--- config.mk ---
export PLATFORM = sky130hd
export DESIGN_NAME = rv32i_debug_gpio
export DESIGN_NICKNAME = d
export VERILOG_FILES = /design/src/rtl/rv32i_debug_pkg.sv /design/src/rtl/rv32i_debounce.sv /design/src/rtl/rv32i_debug_gpio.sv
export SDC_FILE = /design/constraint.sdc
export NUM_CORES = 1
export LEC_CHECK = 0
export CAP_MARGIN = 5
export CORE_MARGIN = 2
export CORE_UTILIZATION = 45
export DETAILED_ROUTE_END_ITERATION = 10
export GPL_TIMING_DRIVEN = 1
export HOLD_SLACK_MARGIN = 0.06
export PLACE_DENSITY = 0.81
export SLEW_MARGIN = 30
export SYNTH_ARGS = -nofsm -noshare
export SYNTH_HDL_FRONTEND = slang
export SYNTH_HIERARCHICAL = 1
export SYNTH_SLANG_ARGS = --single-unit
--- constraint.sdc ---
create_clock -name clk -period 2.3 [get_ports clk]
set_input_delay 0.46 -clock clk [delete_from_list [all_inputs] [get_ports clk]]
set_output_delay 0.46 -clock clk [all_outputs]
set_load 0.02 [all_outputs]
--- src/rtl/rv32i_debug_pkg.sv ---
// Shared constants for the rv32i debug GPIO peripheral: register offsets and
// default window / identification values.
package rv32i_debug_pkg;

    localparam logic [15:0] BASE_HI_DEFAULT  = 16'hE001;
    localparam logic [31:0] ID_VALUE_DEFAULT = 32'hA1B2_C3D4;

    localparam logic [15:0] OFF_BTN   = 16'h0000;
    localparam logic [15:0] OFF_ID    = 16'h0004;
    localparam logic [15:0] OFF_LED   = 16'h0008;
    localparam logic [15:0] OFF_SET   = 16'h000C;
    localparam logic [15:0] OFF_CLR   = 16'h0010;
    localparam logic [15:0] OFF_TGL   = 16'h0014;
    localparam logic [15:0] OFF_EDGE  = 16'h0018;
    localparam logic [15:0] OFF_IRQEN = 16'h001C;

endpackage

--- src/rtl/rv32i_debounce.sv ---
// One button channel: 2-FF synchroniser, stability counter and a combinational
// rise strobe that is high on the same edge the debounced level goes 0->1.
module rv32i_debounce #(
    parameter int unsigned DEB_CYCLES = 4
) (
    input  logic clk,
    input  logic rst,
    input  logic din,
    output logic dout,
    output logic rise
);

    localparam int unsigned CW = $clog2(DEB_CYCLES + 1);
    localparam logic [CW-1:0] CNT_LAST = CW'(DEB_CYCLES - 1);

    logic          sync_q1;
    logic          sync_q2;
    logic [CW-1:0] cnt;
    logic          accept_c;

    // New level has been stable long enough and is taken on this edge.
    assign accept_c = (sync_q2 != dout) && (cnt == CNT_LAST);
    assign rise     = accept_c && sync_q2;

    always_ff @(posedge clk) begin
        if (!rst) begin
            sync_q1 <= 1'b0;
            sync_q2 <= 1'b0;
            dout    <= 1'b0;
            cnt     <= '0;
        end else begin
            sync_q1 <= din;
            sync_q2 <= sync_q1;
            if (sync_q2 == dout) begin
                cnt <= '0;
            end else if (accept_c) begin
                dout <= sync_q2;
                cnt  <= '0;
            end else begin
                cnt <= cnt + CW'(1);
            end
        end
    end

endmodule

--- src/rtl/rv32i_debug_gpio.sv ---
// Memory-mapped debug GPIO: debounced buttons with sticky press flags and a
// maskable interrupt, plus LEDs with set/clear/toggle, on the rv32i data bus.
module rv32i_debug_gpio
    import rv32i_debug_pkg::*;
#(
    parameter logic [15:0] BASE_HI    = BASE_HI_DEFAULT,
    parameter int unsigned NBTN       = 8,
    parameter int unsigned NLED       = 8,
    parameter int unsigned DEB_CYCLES = 4,
    parameter logic [31:0] ID_VALUE   = ID_VALUE_DEFAULT
) (
    input  logic            clk,
    input  logic            rst,
    input  logic            cs,
    input  logic            we,
    input  logic [31:0]     addr,
    input  logic [31:0]     wdata,
    output logic [31:0]     rdata,
    input  logic [NBTN-1:0] btn_in,
    output logic [NLED-1:0] led_out,
    output logic            irq
);

    logic            hit_c;
    logic            rd_c;
    logic            wr_c;
    logic [15:0]     off_c;
    logic [NBTN-1:0] deb;
    logic [NBTN-1:0] rise;
    logic [NBTN-1:0] edge_flags;
    logic [NBTN-1:0] irq_en;
    logic [NLED-1:0] led_d;
    logic [NBTN-1:0] edge_d;
    logic [NBTN-1:0] irq_en_d;
    logic [31:0]     rdata_d;
    logic            unused_wdata_c;

    assign hit_c = cs && (addr[31:16] == BASE_HI);
    assign rd_c  = hit_c && !we;
    assign wr_c  = hit_c && we;
    assign off_c = addr[15:0];

    // Bits above NLED/NBTN are ignored on writes.
    assign unused_wdata_c = ^wdata;

    for (genvar i = 0; i < int'(NBTN); i++) begin : g_btn
        rv32i_debounce #(
            .DEB_CYCLES(DEB_CYCLES)
        ) u_deb (
            .clk (clk),
            .rst (rst),
            .din (btn_in[i]),
            .dout(deb[i]),
            .rise(rise[i])
        );
    end

    // Register writes and read mux; a new rise always beats a W1C clear.
    always_comb begin
        led_d    = led_out;
        edge_d   = edge_flags | rise;
        irq_en_d = irq_en;
        rdata_d  = '0;
        if (wr_c) begin
            case (off_c)
                OFF_BTN,
                OFF_LED:   led_d    = wdata[NLED-1:0];
                OFF_SET:   led_d    = led_out | wdata[NLED-1:0];
                OFF_CLR:   led_d    = led_out & ~wdata[NLED-1:0];
                OFF_TGL:   led_d    = led_out ^ wdata[NLED-1:0];
                OFF_EDGE:  edge_d   = (edge_flags & ~wdata[NBTN-1:0]) | rise;
                OFF_IRQEN: irq_en_d = wdata[NBTN-1:0];
                default:   ;
            endcase
        end
        if (rd_c) begin
            case (off_c)
                OFF_BTN:   rdata_d = 32'(deb);
                OFF_ID:    rdata_d = ID_VALUE;
                OFF_LED:   rdata_d = 32'(led_out);
                OFF_EDGE:  rdata_d = 32'(edge_flags);
                OFF_IRQEN: rdata_d = 32'(irq_en);
                default:   rdata_d = '0;
            endcase
        end
    end

    always_ff @(posedge clk) begin
        if (!rst) begin
            rdata      <= '0;
            led_out    <= '0;
            edge_flags <= '0;
            irq_en     <= '0;
            irq        <= 1'b0;
        end else begin
            rdata      <= rdata_d;
            led_out    <= led_d;
            edge_flags <= edge_d;
            irq_en     <= irq_en_d;
            irq        <= |(edge_flags & irq_en);
        end
    end

endmodule

# [Yosys cells after proc, flatten, opt, wreduce, memory -nomap -nowiden]
# Cells that the tools add are included.
# W data, S select, Z words.
[totals] rom_bits=0 in_bits=76 wordCells=141 memories=0 out_inout_bits=41 regBits=105 latchBits=0 mem_bits_rw=0
[op_classes] n_eq_ne=32 order_cmp=0 shifts=0 muxes=4 n_div=0 bitwise=17 add_sub_neg=8 multipliers=0 n_reduce_logical=43
[op_table] op="$pmux W32 S5" n=1
[op_table] op="$eq A16 B5 Y1 const B" n=4
[op_table] op="$eq A16 B4 Y1 const B" n=2
[op_table] op="$pmux W8 S4" n=1
[op_table] op="$add A3 B1 Y3 const B" n=8
[op_table] op="$and A8 B8 Y8" n=3
[op_table] op="$eq A3 B2 Y1 const B" n=8
[op_table] op="$or A8 B8 Y8" n=3
[op_table] op="$reduce_or A3 Y1" n=8
[op_table] op="$reduce_and A2 Y1" n=11
[op_table] op="$logic_and A1 B1 Y1" n=19
[op_table] op="$eq A16 B16 Y1 const B" n=1
[op_table] op="$eq A16 B3 Y1 const B" n=1
[op_table] op="$logic_not A16 Y1" n=1
[op_table] op="$mux W8" n=2
[op_table] op="$not A1 Y1" n=9
[op_table] op="$eq A1 B1 Y1" n=8
[op_table] op="$ne A1 B1 Y1" n=8
[op_table] op="$not A8 Y8" n=1
[op_table] op="$reduce_or A8 Y1" n=1
[op_table] op="$xor A8 B8 Y8" n=1
[op_table] op="$reduce_bool A4 Y1" n=1
[op_table] op="$reduce_or A2 Y1" n=1
[op_table] op="$logic_not A1 Y1" n=1

# [Logic depth before layout (Yosys ltp)]
# Gate-level depths: netlist of the first run.
[depth] word_depth=6 depth_mapped=7 mapped_depth_nobuf=6

# [Cells and area by module]
# Netlist of the first run, hierarchy kept.
[by_module_without_submodules] module="rv32i_debug_gpio" n_inst=1 cells_per_inst=272 area_each_um2=2297.2
[by_module_without_submodules] module="rv32i_debounce" n_inst=8 cells_per_inst=19 area_each_um2=221.5

# [Worst setup path after synthesis of the first run]
# No wires, ideal clock.
[synth_timing] path_kind="input to register" startpoint="in addr[21]" endpoint="reg irq_en[0]" stages=5 t_required_ps=2182 setup_slack_ps=335 t_arrival_ps=1847 cell_sequence="nor4_4 -> nand4_2 -> nor4_4 -> mux2i_1 -> nor2_1"
[synth_between] elab_chain_len=4
[synth_rtl] element="start, declared" line="rv32i_debug_gpio.sv:16" source="input logic [31:0] addr,"
[synth_rtl] element="$eq A16 B16 Y1" line="rv32i_debug_gpio.sv:38" source="assign hit_c = cs && (addr[31:16] == BASE_HI);"
[synth_rtl] element="$logic_and A1 B1 Y1" line="rv32i_debug_gpio.sv:38"
[synth_rtl] element="$logic_and A1 B1 Y1" line="rv32i_debug_gpio.sv:40" source="assign wr_c = hit_c && we;"
[synth_rtl] element="$reduce_and A2 Y1 (no source line)"
[synth_rtl] element="end signal, assigned" line="rv32i_debug_gpio.sv:99" source="irq_en <= irq_en_d;"
[synth_rtl] element="end, declared" line="rv32i_debug_gpio.sv:31" source="logic [NBTN-1:0] irq_en;"
# Every way passes these cells.
# A chain may end at the register's enable or synchronous reset.

# [Final worst setup path of the first run]
[layout_timing] startpoint="in addr[12]" endpoint="reg led_out[6]"
[layout_between] elab_chain_len=4 elab_cells_between_ends=9 classes_between="eq/ne: 4; mux: 1; reduce/logical: 4"
[layout_rtl] element="$eq A16 B4 Y1 / $logic_not A16 Y1 (equally long branches)" line="rv32i_debug_gpio.sv:65" source="case (off_c)"
[layout_rtl] element="$reduce_or A2 Y1" line="rv32i_debug_gpio.sv:65"
[layout_rtl] element="$reduce_bool A4 Y1 (no source line)"
[layout_rtl] element="$reduce_and A2 Y1 (no source line)"
[layout_rtl] element="end signal, assigned" line="rv32i_debug_gpio.sv:97" source="led_out <= led_d;"
[layout_rtl] element="end, declared" line="rv32i_debug_gpio.sv:20" source="output logic [NLED-1:0] led_out,"
# Parallel ways exist; a longest one is shown, timed or not.

==> results of run 1 <==
[worst paths after layout]
path	from	endpoint	slack (ps)	cells past startpoint
worst min register to register	g_btn[6].u_deb/cnt[0]$_SDFF_PP0_	g_btn[6].u_deb/cnt[0]$_SDFF_PP0_	440	1
worst max register to register	g_btn[1].u_deb/cnt[0]$_SDFF_PP0_	edge_flags[1]$_SDFF_PN0_	940	6
worst max-delay path	addr[12]	led_out[6]$_SDFFE_PN0P_	170	7
worst min-delay path	g_btn[6].u_deb/cnt[0]$_SDFF_PP0_	g_btn[6].u_deb/cnt[0]$_SDFF_PP0_	440	1
[sequential cells by signal (all words and copies together) (netlist names)]
register             cells
led_out                  8
edge_flags               8
irq_en                   8
g_btn.u_deb/dout         8
g_btn.u_deb/cnt         24
g_btn.u_deb/sync_q1      8
irq                      1
g_btn.u_deb/sync_q2      8
rdata                    9
[area by class of cell]
type | instances | area (um2) | share of cell area
sequential | 82 | 1640 | 0.310
inverter | 33 | 124 | 0.0234
tap | 108 | 135 | 0.0255
timing repair buffer | 113 | 1060 | 0.200
clock inverter | 5 | 56.3 | 0.0106
multi-input combinational | 292 | 2160 | 0.407
clock buffer | 10 | 128 | 0.0241
[per-layer routing]
layer / routed length, um / vias to the layer above / global-route usage
li1: - / 1695 / -
met3: 878 / 22 / 0.0429
met4: 195 / 0 / 0.0854
met1: 3880 / 1653 / 0.224
met5: 0 / - / 0
met2: 4980 / 147 / 0.379
[cell families after synthesis]
kind of cell    after synthesis  share of synthesized area
buf+inv                      62                     0.0787
other cells                   1                   0.000922
compound gates               91                      0.138
fa+ha+maj                    32                     0.0984
simple gates                139                      0.241
xor+xnor                      8                     0.0172
flops                        82                      0.403
mux                           9                     0.0221
[layout by cell type, fill, tap and decap left out, drive strengths merged, types with 2 or more instances in the layout]
cell,instances
inv,32
a22oi,24
nand3,2
nor2,32
xnor2,8
mux2i,9
o21ai,17
nor4,13
nor2b,3
and2,18
buf,34
a21oi,25
clkinv,4
clkbuf,10
a31oi,15
nand4b,2
and4bb,8
conb,13
nor4b,19
nand4,6
a21boi,8
clkdlybuf4s50,79
ha,32
nand2b,18
nand2,13
dfxtp,82
[synth_stat cells, drive strengths merged, types with 3 or more instances]
master	number	area share
o21ai	17	0.021
ha	32	0.098
inv	32	0.030
nor4	13	0.045
a21boi	8	0.015
a31oi	15	0.023
nor2	32	0.030
and4bb	8	0.025
nor2b	3	0.0046
a22oi	24	0.044
dfxtp	82	0.40
a21oi	25	0.031
nor4b	19	0.042
nand4	6	0.011
mux2i	9	0.022
xnor2	8	0.017
and2	18	0.028
clkbuf	5	0.0046
nand2	13	0.013
buf	24	0.044
nand2b	18	0.028
[through the flow]
stage	total power (uW)	hold WS (ps)	area [um2]	setup slack [ps]
2_1_floorplan	1580	408	4110	335
3_3_place_gp	1710	415	5120	-121
3_5_place_dp	1720	418	5120	-175
4_1_cts	2700	435	5300	191
5_1_grt	2780	448	5300	5.29
6_report	2680	435	5300	174
[power by group]
part / switching (uW) / internal (uW)
clock network: 499 / 494
registers: 7.35 / 1440
logic: 111 / 129
==> impl_metrics.csv, run 1 <==
group,metric,value,unit
run_status,outcome,"complete, no violations",
floorplan,start_util,0.464,
yosys,synth.ff_latch_count,82,
floorplan,io_pins,117,
critical_path,crit_family,"simple AND/OR/NAND/NOR gates",
clock_tree,cts.clk_slew.worst_paths,80,ps
yosys,synth-edff-count,0,
yosys,syn_area_per_cell,9.60,um2
layout,drive_above_1_share,0.131,
clock_tree,cts-root-buf,"clkbuf_8",
critical_path,cp_cell_sequence,"clkdlybuf4s50_1 -> nor4_4 -> nand4_1 -> nor4_2 -> buf_4 -> o21ai_0 -> a31oi_1",
floorplan,rows,34,
global_route,grt_pass1_wl,16000,um
yosys,yosysSeqAreaShare,0.403,
sta,max_freq,470,MHz
clock_tree,cts_resized,0,
layout,n_fill_cell,764,
clock_tree,cts_tree,"done",
global_route,track_usage,0.204,
critical_path,max_stage_delay,440,ps
critical_path,cp_num_buf_inv,2,
clock_tree,htreeDepth,3,
flow_run,drv_cap,0,
place,io_buffers,79,
layout,fin_util,0.605,
yosys,async_reset_ff_frac,0,
sta,setup_viol,0,
yosys,yosysUniqueCellTypes,38,
clock_tree,cts_hold_buf,0,
clock_tree,insertion_delay,350,ps
routing,postRouteAntennaNets,0,
layout,diodes,0,
routing,viasPerCell,5.47,
pwr,p_per_area,505,nW/um2
clock_tree,cts.sinks,82,
layout,final_cells,643,
critical_path,arrival,2400,ps
clock_tree,clk_path_buf_depth,2,
global_route,grt_pass1_vias,3558,
pwr,ir_drop,0.000441,V
routing,routedWlPerCell,15.4,um
place,dp_cells,628,
layout,syn_to_final_growth,30.3,%
yosys,synth_ff_type,"dfxtp_1",
sta,rsz0062_at_grt,"false",
critical_path,start_kind,"input port",
critical_path,cp.required,2580,ps
clock_tree,post-cts-setup-buffers,0,
sta,drv_slew,0,
floorplan,dieArea,9820,um2
routing,drt_wl_total,9930,um
sta,final.setup_skew,7.52,ps
floorplan,chipWidth,99.1,um
yosys,syn-cell-area,4070,um2
sta,tns,0,ps
floorplan,core,8760,um2
pwr,power_leakage,0.00194,uW
critical_path,cp_max_fo,15,
place,globalplace.congestion,0.859,
yosys,synthCells,424,
routing,drtIter0Drc,341,
routing,dr.pass1.iters,6,
sta,period_share,0.925,
routing,drc,0,
global_route,antenna_found_initial,0,
global_route,grt_max_degree,65,
critical_path,cp-end-kind,"flop",
clock_tree,cts_made_buffers,9,
critical_path,worst-setup-path-type,"input port to flop",
global_route,overflow,0,
floorplan,die_h,99.1,um
sta,final_hold_viol_count,0,
critical_path,cp_slowest_cell,"clkdlybuf4s50_1",
place,place_hpwl,7300,um
layout,nNetsFinal,639,
yosys,ys_warn_count,6,
sta,fin_crit,2130,ps
routing,vias,3517,
worst_hold_path,hold_path_class,"flop to flop",
No activity file was read; power rests on OpenSTA's default activity.
==> inputs of run 2 (changes only) <==
- CELL_PAD_IN_SITES_DETAIL_PLACEMENT: not set -> 0
- CELL_PAD_IN_SITES_GLOBAL_PLACEMENT: not set -> 1
- CORE_UTILIZATION: 45 -> 36
- CTS_BUF_LIST: not set -> sky130_fd_sc_hd__clkbuf_8 sky130_fd_sc_hd__clkbuf_16
- PLACE_DENSITY: 0.81 -> 0.86
==> run 2 against run 1 <==
Compared with the run above:
- critical path depth rose by 1
- sequential power barely moved
- cell count rose by 4.5%
- worst setup slack improved by 13 ps
- largest cell class unchanged
- power rose by 16%
- final area rose by 2.7%
- global-route usage fell by 3.8 points
- hold slack got worse by 4.7 ps
- routed wire length fell by 0.99%
==> impl_metrics.csv, run 2 (same netlist as run 1, synthesis figures left out) <==
group,metric,value,unit
run_status,outcome,"complete, no violations",
layout,final-seq-area,1640,um2
routing,postRouteAntennaNets,0,
clock_tree,cts_made_buffers,9,
pwr,power,3090,uW
pwr,switching_power,669,uW
routing,dr.pass1.iters,4,
sta,rsz0062_at_grt,"false",
pwr,p_per_area,568,nW/um2
routing,routedWlPerCell,14.6,um
floorplan,start_util,0.372,
routing,drc,0,
sta,setup_viol,0,
global_route,met1_usage,0.195,
sta,final_hold_viol_count,0,
place,place_area,5150,um2
floorplan,core,10900,um2
layout,fin_util,0.498,
clock_tree,cts.clk_slew.worst_paths,60,ps
pwr,comb_power_share,0.077,
layout,syn_to_final_growth,33.8,%
routing,viasPerCell,5.08,
clock_tree,insertion_delay,330,ps
pwr,p_clk_frac,0.456,
layout,largest_reg_flops,24,
routing,drtIter0Drc,216,
critical_path,cp_max_fo,5,
global_route,overflow,0,
critical_path,arrival,2350,ps
layout,diodes,0,
clock_tree,cts_tree,"done",
routing,vias,3416,
floorplan,rows,38,
clock_tree,cts_resized,0,
critical_path,worst-setup-path-type,"input port to flop",
layout,finalInstanceArea,5440,um2
clock_tree,cts-root-buf,"clkbuf_16",
layout,nNetsFinal,636,
layout,mostFrequentLayoutCell,"dfxtp_1",
sta,max_freq,473,MHz
critical_path,start_kind,"input port",
layout,largestRegisters,"g_btn.u_deb/cnt x24, rdata x9",
global_route,track_usage,0.166,
sta,fin_crit,2110,ps
layout,layout_common_cells,"dfxtp_1 (82), clkdlybuf4s50_1 (78), inv_1 (32), nor2_1 (32), ha_1 (32)",
clock_tree,cts.sinks,82,
critical_path,cp.required,2540,ps
place,pre_cts_ws,-133,ps
floorplan,die_h,110,um
sta,period_share,0.919,
routing,drt_wl_total,9830,um
layout,n_fill_cell,1020,
sta,drv_slew,0,
global_route,grt_pass1_vias,3354,
sta,relSlewSlack,0.651,
sta,final.setup_skew,5.22,ps
place,io_buffers,79,
layout,top_register,"g_btn.u_deb/cnt",
global_route,grt_pass1_wl,15400,um
sta,setup_slack,187,ps
pwr,p_int,2430,uW
global_route,grt_max_degree,65,
critical_path,cp-end-kind,"flop",
global_route,grt-busiest-layer,"met2",
flow_run,drv_cap,0,
floorplan,chipWidth,110,um
clock_tree,cts_hold_buf,0,
clock_tree,post-cts-setup-buffers,0,
place,place_hpwl,7430,um
floorplan,io_pins,117,
global_route,antenna_found_initial,0,
global_route,met3_usage,0.0394,
pwr,swShare,0.216,
pwr,seq_power_share,0.467,
clock_tree,htreeDepth,3,
floorplan,dieArea,12200,um2
clock_tree,clk_path_buf_depth,2,
pwr,ir_drop,0.000309,V
worst_hold_path,hold_path_class,"flop to flop",
layout,drive_above_1_share,0.132,
layout,multi_input_area,2160,um2
pwr,power_leakage,0.00198,uW
sta,worst_pin_slew,523,ps
global_route,use_met2,0.285,
place,globalplace.congestion,0.893,
-- run 2: changes by cell type in the layout (fill, tap and decap cells not counted), sizes merged --
| cell | previous run | this run |
|---|---|---|
| clkdlybuf4s50 | 79 | 78 |
| clkinvlp | 1 | 2 |
| clkinv | 4 | 3 |
| buf | 34 | 32 |
-- run 2: area by class of cell --
class                   count  share of cell area
repair buffers            110               0.192
clock inverters             5              0.0101
multi-input cells         292               0.398
flip-flops and latches     82               0.302
well taps                 140              0.0322
inverters                  33              0.0228
clock buffers              10              0.0439
-- run 2: metal layers --
layer  routed length, um  vias to the layer above
met5                   0                        -
met4                 196                        0
met3                 782                       18
met2                4630                      128
met1                4230                     1586
li1                    -                     1684
-- run 2: path summary, 6_finish.rpt --
kind | slack, ps | startpoint | cells past startpoint | to
max | 190 | addr[9] | 8 | rdata[7]$_SDFF_PN0_
min | 430 | g_btn[3].u_deb/sync_q1$_SDFF_PN0_ | 1 | g_btn[3].u_deb/sync_q2$_SDFF_PN0_
max reg2reg | 930 | led_out[2]$_SDFFE_PN0P_ | 6 | led_out[2]$_SDFFE_PN0P_
min reg2reg | 430 | g_btn[3].u_deb/sync_q1$_SDFF_PN0_ | 1 | g_btn[3].u_deb/sync_q2$_SDFF_PN0_
-- run 2: worst max-delay path, stage by stage --
cell and delay [ps]:
clkdlybuf4s50_1 440, nor4_4 310, buf_4 180, or2b_1 300
nor4_4 190, buf_4 180, a22oi_1 80, a21oi_1 220
-- run 2: through the flow --
| step | cells | TNS, ps | hold slack [ps] |
|---|---|---|---|
| after floorplan | 436 | 0 | 408 |
| after global placement | 657 | -2090 | 415 |
| after detailed placement | 657 | -2850 | 417 |
| after CTS | 672 | 0 | 430 |
| after global routing | 672 | 0 | 438 |
| final | 672 | 0 | 431 |
-- run 2: power groups by stage --
stage	registers (uW)	clock network [uW]	logic [uW]
floorplan	1470	0	109
global placement	1480	0	233
detailed placement	1480	0	240
CTS	1440	1430	241
global route	1450	1500	261
finish	1440	1410	239
